<file path="config.mk">
export PLATFORM = sky130hd
export DESIGN_NAME = pc_redirect
export DESIGN_NICKNAME = d
export VERILOG_FILES = /design/src/rtl/pc_redirect.sv
export SDC_FILE = /design/constraint.sdc
export NUM_CORES = 1
export LEC_CHECK = 0
export CORE_ASPECT_RATIO = 1.4
export CORE_UTILIZATION = 51
export CTS_BUF_LIST = sky130_fd_sc_hd__clkbuf_4 sky130_fd_sc_hd__clkbuf_8 sky130_fd_sc_hd__clkbuf_16
export DETAILED_ROUTE_END_ITERATION = 8
export PLACE_DENSITY = 0.84
export SYNTH_ARGS = -nofsm -noshare
export SYNTH_HDL_FRONTEND = slang
export SYNTH_SLANG_ARGS = --single-unit
</file>
<file path="constraint.sdc">
create_clock -name clk -period 3.15 [get_ports clk]
set_input_delay 0.63 -clock clk [delete_from_list [all_inputs] [get_ports clk]]
set_output_delay 0.63 -clock clk [all_outputs]
set_load 0.02 [all_outputs]
</file>
<file path="src/rtl/pc_redirect.sv">
// Fetch-PC owner: picks sequential, branch, jump, exception or ERET targets and
// parks a redirect in a one-deep pending slot while the fetch side is not ready.
module pc_redirect #(
  parameter logic [31:0] RESET_PC = 32'h0000_3000,
  parameter logic [31:0] EXC_VEC  = 32'h0000_4180
) (
  input  logic        clk,
  input  logic        rst_n,
  input  logic        if_ready,
  input  logic        stall_d,
  input  logic        br_valid_d,
  input  logic        br_taken,
  input  logic [15:0] imm16_d,
  input  logic        j_d,
  input  logic [25:0] jidx_d,
  input  logic        jr_d,
  input  logic [31:0] jr_tgt_d,
  input  logic [31:0] pc_d,
  input  logic        exc_req,
  input  logic        eret_req,
  input  logic [31:0] epc,
  output logic [31:0] pc_f,
  output logic        redirect,
  output logic        pend
);

  typedef enum logic {RUN, PEND} state_t;

  state_t      state, state_nxt;
  logic [31:0] pend_pc, pend_pc_nxt, pc_nxt;
  logic [31:0] seq_pc, pc_d_plus4, br_tgt, j_tgt, jr_tgt;
  logic        sel;
  logic [31:0] target;

  assign seq_pc     = pc_f + 32'd4;
  assign pc_d_plus4 = pc_d + 32'd4;
  assign br_tgt     = pc_d_plus4 + {{14{imm16_d[15]}}, imm16_d, 2'b00};
  assign j_tgt      = {pc_d_plus4[31:28], jidx_d, 2'b00};
  assign jr_tgt     = {jr_tgt_d[31:2], 2'b00};

  // Exceptions and ERET override stalls; ID control is ignored while stalled or
  // while a redirect is already outstanding.
  always_comb begin
    // NOTE: every always_comb output gets a default first so no path infers a latch.
    sel    = 1'b0;
    target = seq_pc;
    if (exc_req) begin
      sel    = 1'b1;
      target = EXC_VEC;
    end else if (eret_req) begin
      sel    = 1'b1;
      target = epc;
    end else if (state == RUN && !stall_d) begin
      if (jr_d) begin
        sel    = 1'b1;
        target = jr_tgt;
      end else if (j_d) begin
        sel    = 1'b1;
        target = j_tgt;
      end else if (br_valid_d && br_taken) begin
        sel    = 1'b1;
        target = br_tgt;
      end
    end
  end

  always_comb begin
    state_nxt   = state;
    pc_nxt      = pc_f;
    pend_pc_nxt = pend_pc;
    unique case (state)
      RUN: begin
        if (sel) begin
          if (if_ready) begin
            pc_nxt = target;
          end else begin
            pend_pc_nxt = target;
            state_nxt   = PEND;
          end
        end else if (if_ready && !stall_d) begin
          pc_nxt = seq_pc;
        end
      end
      PEND: begin
        // A vector arriving on the release cycle replaces the stored target.
        if (if_ready) begin
          pc_nxt    = sel ? target : pend_pc;
          state_nxt = RUN;
        end else if (sel) begin
          pend_pc_nxt = target;
        end
      end
      default: state_nxt = RUN;
    endcase
  end

  always_ff @(posedge clk or negedge rst_n) begin
    if (!rst_n) begin
      state    <= RUN;
      pc_f     <= RESET_PC;
      pend_pc  <= 32'd0;
      redirect <= 1'b0;
    end else begin
      // NOTE: sequential state uses non-blocking assignments so every register
      // samples pre-edge values regardless of statement order.
      state    <= state_nxt;
      pc_f     <= pc_nxt;
      pend_pc  <= pend_pc_nxt;
      redirect <= sel;
    end
  end

  assign pend = (state == PEND);

endmodule

</file>
==> impl_metrics.yaml, run 1 <==
outcome:
  outcome: "stopped before the end"
  haltStage: "5_1_grt"
  error: "[ERROR GRT-0232] Routing congestion too high. Check the congestion heatmap in the GUI."
cts:
  htree_levels: 3
  cts_hold_buf: 0
  cts_root_buf: "clkbuf_16"
  cts_buffer_depth: 2
  clock-sinks: 66
  numCtsBuffers: 9
synth:
  ys_ff_latch: 66
  avgSynthCellArea_um2: 7.63
  synth_area_leader_cell: "dfrtp_1"
  synth_area_leaders: "dfrtp_1, nand2_1, ha_1, a21oi_1, xnor2_1"
  netlist-cell-type-count: 81
  synth_flop_cell: "dfrtp_1"
  synthTopCellsByCount: "nand2_1, a21oi_1, nor2_1"
  synth_edf_count: 0
  syn_inst: 905
  ys_seq_area_share_pct: 23.9
  syn_nets: 1093
  synth-warning-count: 0
  synthesis.area_um2: 6910
  async_reset_ff_share_pct: 100
  synth.top_cell.area_share_pct: 23.2
  post-synth-top-count-cell: "nand2_1"
timing:
  worstEpCategory: "sequential cell input"
  worstEndpointGrtRepair: "pend_pc[31]$_DFFE_PN0P_/D"
place:
  place_area_um2: 10300
  finalWeightedCongestion: 0.970
  io_buffers: 179
  pre_cts_ws_ns: -1.30
  dp_hpwl_mm: 22.1
floorplanning:
  die_h_um: 140
  io_pins: 182
  placementRows: 49
  start_util_pct: 53.1
  die_x_um: 100
global_route:
  overflow: 33
  grt_usage_pct: 75.4
  grt_max_degree: 29
what timing repair did:
action / CTS
buffers inserted: 31
gates resized for setup: 158
pin swaps: 103
setup endpoints to repair: 52
kinds of logic after synthesis:
group / count (synthesis) / synth area share, %
buffers and inverters: 64 / 3.73
and+or+nand+nor: 339 / 23.6
adders and majority gates: 40 / 7.36
muxes: 5 / 0.779
xor gates and xnor gates: 77 / 9.76
DFF: 66 / 23.9
AOI/OAI and AO/OA: 314 / 30.9
metal layers:
metal  GRT overflow  track usage [%]
met1              1             74.6
met2             14             91.2
met3              0             60.2
met4             18             78.0
met5              0             20.9
stage by stage:
step	utilization [%]	hold slack, ns	std cells
3_3_place_gp	79.6	0.457	1410
4_1_cts	87.6	0.252	1457
2_1_floorplan	-	0.334	905
3_5_place_dp	79.6	0.465	1410
==> inputs of run 2 (changes only) <==
- CORE_ASPECT_RATIO: 1.4 -> unset
- CORE_UTILIZATION: 51 -> 40
- CTS_BUF_LIST: sky130_fd_sc_hd__clkbuf_4 sky130_fd_sc_hd__clkbuf_8 sky130_fd_sc_hd__clkbuf_16 -> unset
- PLACE_DENSITY: 0.84 -> unset
- PLACE_DENSITY_LB_ADDON: unset -> 0.15
==> run 2 against run 1 <==
  * The flow now finishes, with violations (negative setup slack)
  * Area after synthesis unchanged
  * Synthesized cell count unchanged
==> impl_metrics.yaml, run 2 <==
cells_and_area:
  reg_top3: "pc_f x32, pend_pc x32"
  fin_nets: 1495
  final_common_cell: "buf_4"
  antenna_cells: 0
  final_cell_mix: "buf_4, clkdlybuf4s50_1, nand2_1"
  fill_cells: 1219
  areaGrowthSynthToFinish_pct: 81.3
  ff_latch_area_um2: 1650
  drive_above_1_share_pct: 38.0
  multi_input_area_um2: 6350
floorplanning:
  start_util_pct: 41.4
  die_x_um: 133
  die_h_um: 133
  die-area_um2: 17800
  placementRows: 47
  io_pins: 182
  core_region_area_um2: 16700
routing:
  dr_total_vias: 9436
  drc_errors: 0
  drtAntennaViolNets: 0
  wl_mm: 34.8
  wl_per_cell_um: 22.7
  dr.first_iter.drc_count: 1021
  via_per_inst: 6.16
  dr.pass1.iters: 7
synth:
  netlist-cell-type-count: 81
  syn_inst: 905
  synth_area_leaders: "dfrtp_1, nand2_1, ha_1, a21oi_1, xnor2_1"
  synthesis.area_um2: 6910
  synth-warning-count: 0
  synth_flop_cell: "dfrtp_1"
  post-synth-top-count-cell: "nand2_1"
  synth.top_cell.area_share_pct: 23.2
  ys_ff_latch: 66
  ys_seq_area_share_pct: 23.9
  avgSynthCellArea_um2: 7.63
  syn_nets: 1093
  synth_area_leader_cell: "dfrtp_1"
  synthTopCellsByCount: "nand2_1, a21oi_1, nor2_1"
  synth_edf_count: 0
  async_reset_ff_share_pct: 100
critical_path:
  cp-start-kind: "input port"
  critPathRequiredTime_ns: 3.38
  cp.arrival_ns: 3.97
  path_max_fanout: 4
  end_kind: "flop"
  crit_chain: "buf_8 > buf_6 > nand3_4 > nor2_4 > nand4_1 > xnor2_1 > ha_1 > nand4_1 > nor4_4 > buf_4 > nor3_4 > o21a_2 > o31ai_4 > a31oi_1 > xnor2_1 > o221ai_2 > a31oi_4 > a22o_1"
  crit_path_top_delay_cell: "nor4_4"
  max_stage_delay_ns: 0.35
  crit_type: "input port to flop"
cts:
  cts_buffer_depth: 2
  clock-sinks: 66
  htree_levels: 3
  cts_tree: "done"
  cts_root_buf: "clkbuf_16"
  numCtsBuffers: 9
  worstSkewPairLatency_ns: 0.35
  cts_hold_buf: 0
  cts.clk_slew.worst_paths_ns: 0.06
timing:
  post-route-period-util_pct: 119
  worstMarginPinSlew_ns: 0.629
  finClkSkew_ns: 0.00585
  fin_hold_ws_ns: 0.299
  drv_slew: 0
  period_minus_slack_ns: 3.74
  setup_viol: 41
  rsz0062_at_grt: "true"
  finalHoldViolCount: 0
  fin_ws_ns: -0.588
  slew_headroom_pct: 57.9
  max_freq_mhz: 268
global_route:
  grt_pass1_vias: 9112
  antenna_found_initial: 0
  grt_max_degree: 67
  overflow: 0
  grt_pass1_wl_mm: 50.2
  grt_usage_pct: 36.9
power:
  clkPwrFrac_pct: 25.2
  comb_power_share_pct: 49.4
  p_switching_uw: 1590
  switching_share_pct: 37.9
  p_int_uw: 2600
  power.density_nw_per_um2: 334
  seqPwrFrac_pct: 25.4
  ir_drop_mv: 0.242
  total_leakage_power_uw: 0.00520
place:
  finalWeightedCongestion: 1.01
  pre_cts_ws_ns: -1.34
  io_buffers: 179
  dp_hpwl_mm: 24.6
outcome:
  violations: "negative setup slack"
  outcome: "finished with violations"
worst_hold_path:
  hold_class: "input port to async pin"
job:
  cap_violations: 0
[run 2: cell counts after synthesis]
Identical to the previous run, type by type.
[run 2: repair_timing]
item,4_1_cts,5_1_grt
resized for setup,224,132
setup endpoints to repair,55,49
pin swaps,130,122
setup buffers,40,17
[run 2: worst paths after layout]
kind	startpoint	end	slack [ns]	cells past startpoint
worst min-delay path	rst_n	pend_pc[1]	0.30	2
worst min register to register	pend_pc[2]	pend_pc[2]	0.48	2
worst max-delay path	pc_d[5]	pend_pc[25]	-0.59	18
min in group clk	pend_pc[2]	pend_pc[2]	0.48	2
max in group asynchronous	rst_n	pc_f[12]	2.50	2
worst max register to register	pc_f[17]	pc_f[28]	0.43	10
[run 2: cells by family after synthesis]
logic type,count (synthesis),synth area share [%]
AND/OR/NAND/NOR,339,23.6
adder cells (fa/ha/maj),40,7.36
XOR/XNOR,77,9.76
AO/OA/AOI/OAI,314,30.9
flip-flops,66,23.9
buffers and inverters,64,3.73
multiplexers,5,0.779
[run 2: power groups by stage]
stage	clock, uW	sequential, uW	combinational [uW]
after floorplan	0	1110	716
after global placement	0	1070	1630
after detailed placement	0	1070	1640
after CTS	1050	1060	1820
after global routing	1080	1080	2170
final	1050	1060	2070
[run 2: through the flow]
stage	setup TNS [ns]	cell area, um^2	total power (uW)	util (%)	instances
3_3_place_gp	-54.05	10600	2700	63.3	1477
6_report	-13.15	12500	4190	75.0	1532
2_1_floorplan	-1.99	7070	1830	-	905
3_5_place_dp	-56.82	10600	2710	63.3	1477
5_1_grt	-17.86	12500	4330	75.0	1532
4_1_cts	-7.15	11800	3920	70.4	1520
[run 2: layout make-up]
cell class	count	share of cell area, %
Clock buffer	10	1.91
Multi-Input combinational cell	775	50.8
Timing Repair Buffer	430	30.6
Clock inverter	6	0.520
Inverter	25	0.750
Tap cell	220	2.20
Sequential cell	66	13.2
[run 2: metal layers]
metal / GRT usage (%) / vias up / share of wire [%]
li1: - / 4170 / -
met1: 46.3 / 4448 / 38
met2: 60.5 / 642 / 47
met3: 6.01 / 176 / 8.5
met4: 20.3 / 0 / 6.7
met5: 0 / - / 0
[run 2: critical path, delay by kind of cell]
family / cells / cell delay [ns]
xor+xnor: 2 / 0.34
fa+ha+maj: 1 / 0.32
simple gates: 6 / 1.09
buf+inv: 3 / 0.33
compound gates: 6 / 1.22
Power figures use the tool's default switching activity.
==> inputs of run 3 (changes only) <==
- CORE_UTILIZATION: 40 -> 51
- MAX_ROUTING_LAYER: unset -> met4
==> run 3 against run 2 <==
  * The flow now stops in 5_1_grt
  * Synthesized cell count unchanged
  * Area after synthesis unchanged
==> impl_metrics.yaml, run 3 <==
synth:
  ys_ff_latch: 66
  async_reset_ff_share_pct: 100
  synth_xor_xnor_area_share_pct: 9.76
  synth_compound_area_share_pct: 30.9
  netlist-cell-type-count: 81
  synth_area_leader_cell: "dfrtp_1"
  synth_top_family_by_area: "compound AO/OA/AOI/OAI gates"
  syn_inst: 905
  synth-adder-area-share_pct: 7.36
  synth_flop_cell: "dfrtp_1"
  post-synth-top-count-cell: "nand2_1"
  avgSynthCellArea_um2: 7.63
  synthesis.area_um2: 6910
  ys_seq_area_share_pct: 23.9
  synthTopCellsByCount: "nand2_1, a21oi_1, nor2_1"
  synth-warning-count: 0
  syn_nets: 1093
  synth_edf_count: 0
  synth.top_cell.area_share_pct: 23.2
  synth-simple-area-share_pct: 23.6
  synthMuxAreaShare_pct: 0.779
  synth_area_leaders: "dfrtp_1, nand2_1, ha_1, a21oi_1, xnor2_1"
timing:
  worstEndpointGrtRepair: "pc_f[24]$_DFFE_PN0P_/D"
  worstEpCategory: "sequential cell input"
floorplanning:
  placementRows: 42
  start_util_pct: 52.2
  io_pins: 182
  die_x_um: 118
  die_h_um: 118
cts:
  cts_root_buf: "clkbuf_16"
  htree_levels: 3
  cts_buffer_depth: 2
  numCtsBuffers: 9
  clock-sinks: 66
  cts_hold_buf: 0
global_route:
  grt_max_degree: 32
  grt_usage_pct: 76.0
  overflow: 60
place:
  io_buffers: 179
  finalWeightedCongestion: 1.01
  dp_hpwl_mm: 24.3
outcome:
  error: "[ERROR GRT-0232] Routing congestion too high. Check the congestion heatmap in the GUI."
  haltStage: "5_1_grt"
  outcome: "stopped before the end"
==> run 3: cell counts after synthesis <==
No cell type changed its count.
==> run 3: cell families after synthesis <==
family / after synthesis
AOI/OAI and AO/OA: 314
xor gates and xnor gates: 77
adders and majority gates: 40
buffers and inverters: 64
DFF: 66
muxes: 5
and+or+nand+nor: 339
==> run 3: metal layers <==
layer  GRT overflow  GRT usage [%]
met5              -              -
met4             24           77.5
met3              1           54.0
met2             34           94.1
met1              1           74.3
==> run 3: metrics by stage <==
stage	cell area [um^2]	cells	worst slack (ns)	util, %	hold slack [ns]
2_1_floorplan	7070	905	-0.304	-	0.334
4_1_cts	11500	1466	-0.394	86.9	0.224
3_5_place_dp	10500	1434	-1.30	79.3	0.465
3_3_place_gp	10500	1434	-1.17	79.3	0.458
==> run 3: repair_timing <==
action	CTS
buffers inserted	22
resized for setup	198
pin swaps	131
setup endpoints to repair	53
